## src/rtl/lzd64_seq_ctrl.sv

```systemverilog
// -----------------------------------------------------------------------------
// lzd64_seq_ctrl
// Sequential 64-bit leading-zero detector and normaliser. An accepted operand
// is scanned one 16-bit chunk per cycle, MSB chunk first, through a single
// shared 16-bit leading-zero detector. The first nonzero chunk ends the scan
// and a one-cycle barrel shift produces the normalised result. An all-zero
// operand finishes with count 64, out_zero=1 and out_norm=0.
//
// Build option:
//   LZD64_ZERO_BYPASS_EN - when defined, an all-zero operand is recognised in
//                          the first SCAN cycle and goes straight to DONE, so
//                          out_valid rises one edge after the accept edge.
//                          Nonzero operands behave identically in both builds.
//
// Ports:
//   clk       in   1   clock, rising edge
//   rst_n     in   1   asynchronous active-low reset
//   in_valid  in   1   operand offered
//   in_ready  out  1   high in IDLE; operand taken on in_valid && in_ready
//   in_data   in  64   operand, bit 63 = MSB
//   out_valid out  1   high in DONE; result held until out_ready
//   out_ready in   1   consumer takes result on out_valid && out_ready
//   out_count out  7   leading-zero count, 0..64
//   out_norm  out 64   operand << out_count (0 for a zero operand)
//   out_zero  out  1   operand was all zeros
//   busy      out  1   high in any state other than IDLE
// -----------------------------------------------------------------------------
module lzd64_seq_ctrl (
    input  logic        clk,
    input  logic        rst_n,
    input  logic        in_valid,
    output logic        in_ready,
    input  logic [63:0] in_data,
    output logic        out_valid,
    input  logic        out_ready,
    output logic [6:0]  out_count,
    output logic [63:0] out_norm,
    output logic        out_zero,
    output logic        busy
);

    typedef enum logic [1:0] {
        IDLE  = 2'd0,
        SCAN  = 2'd1,
        SHIFT = 2'd2,
        DONE  = 2'd3
    } state_t;

    // Leading-zero count of a 16-bit chunk; only meaningful for nonzero input.
    function automatic logic [4:0] lzc16(input logic [15:0] v);
        logic [4:0] n;
        logic       found;
        n     = 5'd16;
        found = 1'b0;
        for (int i = 15; i >= 0; i--) begin
            if (!found && v[i]) begin
                n     = 5'(15 - i);
                found = 1'b1;
            end else begin
                n     = n;
            end
        end
        return n;
    endfunction

    state_t      state_r;
    state_t      state_nx_s;
    logic [63:0] data_r;
    logic [1:0]  idx_r;
    logic [6:0]  count_r;
    logic [6:0]  out_count_r;
    logic [63:0] out_norm_r;
    logic        out_zero_r;
    logic        in_ready_r;
    logic        out_valid_r;
    logic        busy_r;

    logic [15:0] chunk_s;
    logic [4:0]  lzc_s;
    logic        accept_s;
    logic        hit_s;
    logic        step_s;
    logic        allzero_s;
    logic        shift_s;

    // Select the chunk under inspection (idx 3 = bits 63:48).
    always_comb begin
        chunk_s = 16'd0;
        case (idx_r)
            2'd3:    chunk_s = data_r[63:48];
            2'd2:    chunk_s = data_r[47:32];
            2'd1:    chunk_s = data_r[31:16];
            2'd0:    chunk_s = data_r[15:0];
            default: chunk_s = data_r[15:0];
        endcase
    end

    // Shared 16-bit leading-zero detector.
    always_comb begin
        lzc_s = lzc16(chunk_s);
    end

    // Next-state logic and per-cycle datapath strobes.
    always_comb begin
        state_nx_s = state_r;
        accept_s   = 1'b0;
        hit_s      = 1'b0;
        step_s     = 1'b0;
        allzero_s  = 1'b0;
        shift_s    = 1'b0;
        case (state_r)
            IDLE: begin
                if (in_valid) begin
                    accept_s   = 1'b1;
                    state_nx_s = SCAN;
                end else begin
                    state_nx_s = IDLE;
                end
            end
            SCAN: begin
`ifdef LZD64_ZERO_BYPASS_EN
                if (data_r == 64'd0) begin
                    allzero_s  = 1'b1;
                    state_nx_s = DONE;
                end else
`endif
                if (chunk_s != 16'd0) begin
                    hit_s      = 1'b1;
                    state_nx_s = SHIFT;
                end else if (idx_r != 2'd0) begin
                    step_s     = 1'b1;
                    state_nx_s = SCAN;
                end else begin
                    // Last chunk also zero: no shift needed.
                    allzero_s  = 1'b1;
                    state_nx_s = DONE;
                end
            end
            SHIFT: begin
                shift_s    = 1'b1;
                state_nx_s = DONE;
            end
            DONE: begin
                if (out_ready) begin
                    state_nx_s = IDLE;
                end else begin
                    state_nx_s = DONE;
                end
            end
            default: begin
                state_nx_s = IDLE;
            end
        endcase
    end

    // State register plus handshake/status flags registered from next state.
    always_ff @(posedge clk or negedge rst_n) begin
        if (!rst_n) begin
            state_r     <= IDLE;
            in_ready_r  <= 1'b1;
            out_valid_r <= 1'b0;
            busy_r      <= 1'b0;
        end else begin
            state_r     <= state_nx_s;
            in_ready_r  <= (state_nx_s == IDLE);
            out_valid_r <= (state_nx_s == DONE);
            busy_r      <= (state_nx_s != IDLE);
        end
    end

    // Operand capture, scan accumulator and result registers.
    always_ff @(posedge clk or negedge rst_n) begin
        if (!rst_n) begin
            data_r      <= 64'd0;
            idx_r       <= 2'd3;
            count_r     <= 7'd0;
            out_count_r <= 7'd0;
            out_norm_r  <= 64'd0;
            out_zero_r  <= 1'b0;
        end else if (accept_s) begin
            data_r  <= in_data;
            idx_r   <= 2'd3;
            count_r <= 7'd0;
        end else if (hit_s) begin
            count_r <= count_r + {2'b00, lzc_s};
        end else if (step_s) begin
            count_r <= count_r + 7'd16;
            idx_r   <= idx_r - 2'd1;
        end else if (allzero_s) begin
            count_r     <= 7'd64;
            out_count_r <= 7'd64;
            out_norm_r  <= 64'd0;
            out_zero_r  <= 1'b1;
        end else if (shift_s) begin
            // count_r is at most 63 here, so the MSB of the result is set.
            out_norm_r  <= data_r << count_r;
            out_count_r <= count_r;
            out_zero_r  <= 1'b0;
        end
    end

    assign in_ready  = in_ready_r;
    assign out_valid = out_valid_r;
    assign busy      = busy_r;
    assign out_count = out_count_r;
    assign out_norm  = out_norm_r;
    assign out_zero  = out_zero_r;

endmodule
```

## config.mk

```make
export PLATFORM = sky130hd
export DESIGN_NAME = lzd64_seq_ctrl
export DESIGN_NICKNAME = d
export VERILOG_FILES = /design/src/rtl/lzd64_seq_ctrl.sv
export SDC_FILE = /design/constraint.sdc
export NUM_CORES = 1
export LEC_CHECK = 0
export BUFFER_PORTS_ARGS = -buffer_cell sky130_fd_sc_hd__buf_2
export CAP_MARGIN = 20
export CORE_UTILIZATION = 63
export DETAILED_ROUTE_END_ITERATION = 7
export GPL_TIMING_DRIVEN = 0
export PLACE_DENSITY = 0.85
export SKIP_LAST_GASP = 1
export SLEW_MARGIN = 20
export SYNTH_ARGS = -nofsm -noshare
export SYNTH_HDL_FRONTEND = slang
export SYNTH_SLANG_ARGS = --single-unit
```

## constraint.sdc

```tcl
create_clock -name clk -period 5.6 [get_ports clk]
set_input_delay 0.56 -clock clk [delete_from_list [all_inputs] [get_ports clk]]
set_output_delay 0.56 -clock clk [all_outputs]
set_load 0.02 [all_outputs]
```

After elaboration in Yosys (flattened, before gate mapping)
Cells that the tools add are included.

word-level totals
  logic and storage cells = 127
  input bits = 68
  flip-flop bits (word level) = 150

cells by class
  reductions and logical operators = 41
  shift operators = 1
  bitwise logic cells = 3
  multiplexer cells = 61
  equal/unequal tests = 8
  $add $sub $neg = 3

operator list
  operator               number
  $mux W64               2
  $mux W5                16
  $pmux W16 S4           1
  $shl A64 B7 Y64        1
  $mux W7                6
  $mux W1                29
  $reduce_bool A16 Y1    1
  $logic_and A1 B1 Y1    15
  $logic_not A1 Y1       15
  $mux W2                6
  $eq A2 B2 Y1 const B   5
  $pmux W2 S4            1
  $reduce_bool A2 Y1     4
  $add A7 B5 Y7          1
  $add A7 B5 Y7 const B  1
  $logic_not A2 Y1       3
  $eq A2 B1 Y1 const B   2
  $reduce_and A4 Y1      1
  $reduce_bool A4 Y1     1
  $not A1 Y1             3
  $ne A2 B2 Y1 const B   1
  $reduce_and A2 Y1      1
  $sub A2 B1 Y2 const B  1

Longest topological paths before layout
  word-level depth = 51
  mapped depth = 18
  mapped depth without buffers = 16

Worst setup path before layout
No wires, ideal clock.

  kind = reg2reg
  start point = register idx_r[0]
  end point = register count_r[6]
  setup slack = 1.887 ns
  buffers on the path = 1
  cell stages (with the launch flop) = 17
  required time = 5.460 ns
  data arrival time = 3.574 ns
  library setup time = 0.140 ns
  cell sequence = dfstp_2 inv_1 ha_1 buf_2 a222oi_1 a31oi_1 nor4_2 a31o_2 a31oi_1 ha_1 fa_1 a21o_1 a21oi_1 nor2b_1 o21ai_0 or4_1 o2111ai_1

on the way
  word-level cells in the longest chain between the ends = 51
  elaborated cells between the ends (all ways) = 81
  classes of those cells = add/sub: 1; eq/ne: 3; mux: 43; reduce/logical: 34

ends and longest elaborated chain
  what                                        line  RTL
  start, declared                             69    logic [1:0] idx_r;
  start signal, assigned                      188   idx_r <= idx_r - 2'd1;
  $eq A2 B1 Y1, or another cell as far along  89    case (idx_r)
  $pmux W16 S4                                89
  $mux W1                                     56    if (!found && v[i]) begin
  $logic_not A1 Y1                            56
  $logic_and A1 B1 Y1                         56
  $mux W1                                     56
  $logic_not A1 Y1                            56
  $logic_and A1 B1 Y1                         56
  [35 not listed]                             n/a
  $logic_and A1 B1 Y1                         56
  $mux W1                                     56
  $logic_not A1 Y1                            56
  $logic_and A1 B1 Y1                         56
  $mux W5                                     56
  $add A7 B5 Y7                               185   count_r <= count_r + {2'b00, lzc_s};
  $mux W7                                     184   end else if (hit_s) begin
  $mux W7                                     180   end else if (accept_s) begin
  end signal, assigned                        185
  end signal, assigned                        187   count_r <= count_r + 7'd16;
  end, declared                               70    logic [6:0] count_r;

Parallel ways exist; a longest one is shown, timed or not.
A chain may end at the register's enable or synchronous reset.

Worst setup path after layout
Same ends and word-level chain as after synthesis.

==> impl_metrics.py <==
metrics = {
    "outcome": {
        "status": "complete, no violations",
    },
    "final_layout": {
        "fin_util": 0.749,
        "regArea_mm2": 0.00376,
        "areaGrowthSynthToFinish_pct": 16.0,
        "fillers": 1083,
        "final_nets": 1289,
        "n_antenna_cell": 0,
        "multi_input_area_mm2": 0.00564,
        "drive_gt1_frac": 0.237,
    },
    "global_routing": {
        "grt_pass1_vias": 9045,
        "top_usage_layer": "met2",
        "grt_pass1_wl_um": 51100,
        "grtUsageMet3": 0.0907,
        "grt-ovfl-total": 0,
        "grt_use_total": 0.421,
        "use_met2": 0.659,
        "grt_max_degree": 85,
        "antenna_found_initial": 0,
        "use_met1": 0.553,
    },
    "detailed_routing": {
        "via_per_inst": 6.81,
        "ant_nets": 0,
        "wl_um": 32400,
        "drtIter0Drc": 1388,
        "via_count": 9608,
        "post_drt_wl_per_cell_um": 23.0,
        "drc_errors": 0,
        "dr.pass1.iters": 6,
    },
    "floorplan": {
        "initial_core_util": 0.646,
        "core-area_mm2": 0.0152,
        "die_w_um": 127,
        "die-area_mm2": 0.0161,
        "dieHeight_um": 127,
        "pin_count": 143,
        "std_cell_rows": 45,
    },
    "sta": {
        "fin_crit_sh": 0.864,
        "relSlewSlack": 0.264,
        "min_period_ps": 4840,
        "setup_viol": 0,
        "hold_violations": 0,
        "rsz0062_at_grt": "no",
        "final.setup_skew_ps": 7.75,
        "maxSlewViolCount": 0,
        "tns_ps": 0,
        "worstMarginPinSlew_ps": 1100,
        "fmax_ghz": 0.207,
    },
    "setup_path": {
        "r2r_slack_ps": 760,
        "cp-start-kind": "flop",
        "max_stage_delay_ps": 630,
        "worstPathCellList": "inv_1 > ha_1 > buf_2 > a222oi_1 > a31oi_1 > nor4_2 > and3_1 > a31oi_1 > a31oi_1 > ha_1 > fa_1 > a21o_1 > a21oi_1 > nor2b_1 > o21ai_0 > or4_1 > o2111ai_1",
        "worstSetupPathType": "reg2reg",
        "cpMaxStageDelayCell": "a222oi_1",
        "cp_max_fo": 10,
        "cp.required_ps": 5950,
        "critPathMostFrequentCell": "a31oi_1",
        "critPathCaptureType": "flop",
        "cp.arrival_ps": 5190,
    },
    "clock_tree": {
        "cts_hold_buffers": 0,
        "clkLatencyLatePin_ps": 440,
        "ctsLongestPathBuffers": 2,
        "cts_buffers": 17,
        "cts.sinks": 150,
        "cts.repair.resized": 0,
        "cts_setup_buffers": 0,
        "cts_tree": "yes",
        "cts.reportedPaths.clkPinSlew_ps": 70,
        "cts_max_level": 4,
        "cts-root-buf": "clkbuf_16",
    },
    "place": {
        "place.port_buffers": 142,
        "gp_congestion": 1.02,
        "place_hpwl_um": 24600,
    },
    "hold_path": {
        "hold_class": "in2async",
    },
    "power": {
        "peakVddDrop_v": 0.000316,
        "total_power_w": 0.00836,
        "p_leak_nw": 5.45,
        "power_density_mw_per_mm2": 735,
    },
    "yosys": {
        "async_flop_share": 1.00,
        "synth-seq-cells": 150,
        "synth_fp_nets": 1127,
        "synth_edf_count": 0,
        "syn_inst": 1048,
        "yosysUniqueCellTypes": 63,
        "netlist_area_mm2": 0.00981,
        "ys_warn_count": 0,
        "synth-main-ff-cell": "dfrtp_1",
        "yosysSeqAreaShare": 0.383,
        "syn_area_per_cell_um2": 9.36,
    },
    "job": {
        "cap_viol_max_count": 0,
    },
}
==> layout make-up <==
class                           instances  share of cell area
Clock inverter                         11              0.0100
Multi-Input combinational cell        797               0.496
Tap cell                              188              0.0207
Inverter                               18             0.00594
Sequential cell                       150               0.330
Buffer                                 83              0.0303
Clock buffer                           21              0.0413
Timing Repair Buffer                  143              0.0657
==> worst max-delay path, delay by kind of cell, from the launching register on <==
family                     cells  cell delay (ps)
buffers and inverters          2              280
AOI/OAI and AO/OA              8             1730
and+or+nand+nor                4             1400
DFF                            1              580
adders and majority gates      3              740
==> final timing paths <==
kind / from / to / cells after the start
max: idx_r[0] / count_r[6] / 17
min: rst_n / busy / 1
max reg2reg: idx_r[0] / count_r[6] / 17
min reg2reg: out_norm[21] / out_norm[21] / 2
max in group asynchronous: rst_n / data_r[28] / 2
min in group clk: in_data[56] / data_r[56] / 3
==> layer usage <==
metal | vias up | routed length [um]
li1 | 4181 | -
met1 | 4547 | 12300
met2 | 741 | 15000
met3 | 139 | 3360
met4 | 0 | 1770
met5 | - | 0
==> stage by stage <==
step / worst slack, ps / instances / instance area [um^2] / hold WS [ps]
after floorplan: 1890 / 1048 / 9810 / 264
after global placement: 1020 / 1378 / 10800 / 462
after detailed placement: 1010 / 1379 / 10800 / 466
after CTS: 890 / 1411 / 11400 / 61.2
after global routing: 586 / 1411 / 11400 / 79.8
final: 764 / 1411 / 11400 / 42.0
==> power by group <==
group / internal [W] / total [W] / switching (W)
sequential: 0.00154 / 0.00214 / 0.000597
combinational: 0.00199 / 0.00508 / 0.00309
clock: 0.000654 / 0.00114 / 0.000487
total: 0.00418 / 0.00836 / 0.00418
==> placed cells by master (no fill, tap or decap), types with 5 or more instances in the layout <==
cell type,count
nand2b_1,5
o21ai_0,54
a221o_1,27
ha_1,10
dfrtp_1,147
a31oi_1,11
nor3b_1,7
nor2b_1,11
buf_2,156
nor3_1,8
a21oi_1,34
a222oi_1,15
mux2i_1,32
clkbuf_16,17
a22oi_1,6
nand2_1,328
inv_1,16
mux4_2,62
a22o_1,26
buf_1,15
mux2_2,26
nor2_1,39
o22ai_1,32
clkbuf_1,52
==> flip-flops by register name, summed over array words and instances (netlist names) <==
signal / count
busy: 1
data_r: 64
out_count: 7
out_norm: 64
state_r: 2
out_valid: 1
idx_r: 2
in_ready: 1
out_zero: 1
count_r: 7
==> synthesized netlist by cell type (4+ instances only) <==
master,count,share of area
nor2_1,39,0.015
mux2i_1,32,0.033
nand2b_1,5,0.0032
o22ai_1,32,0.020
a22o_1,26,0.023
o211ai_1,4,0.0031
a221o_1,27,0.028
mux4_2,62,0.14
a31oi_1,11,0.0070
dfrtp_1,147,0.37
nor3b_1,7,0.0054
a32o_1,4,0.0041
ha_1,10,0.013
mux2_2,26,0.030
o21ai_0,54,0.028
buf_1,15,0.0057
nand2_1,328,0.13
a222oi_1,15,0.015
buf_2,15,0.0076
a211o_1,4,0.0036
a21oi_1,34,0.017
nor2b_1,11,0.0070
clkbuf_1,51,0.020
a22oi_1,6,0.0046
inv_1,16,0.0061
nor3_1,8,0.0041
==> cells by family (layout without fill, tap and decap cells) <==
kind of cell             Yosys count  in the layout  share of synthesized area
buffers and inverters            101            276                     0.0421
flip-flops                       150            150                      0.383
multiplexers                     120            120                      0.205
adder cells (fa/ha/maj)           11             11                     0.0148
AND/OR/NAND/NOR                  417            417                      0.175
XOR/XNOR                           3              3                    0.00268
AO/OA/AOI/OAI                    246            246                      0.178
Note: power is estimated with default switching activity, not from simulation.
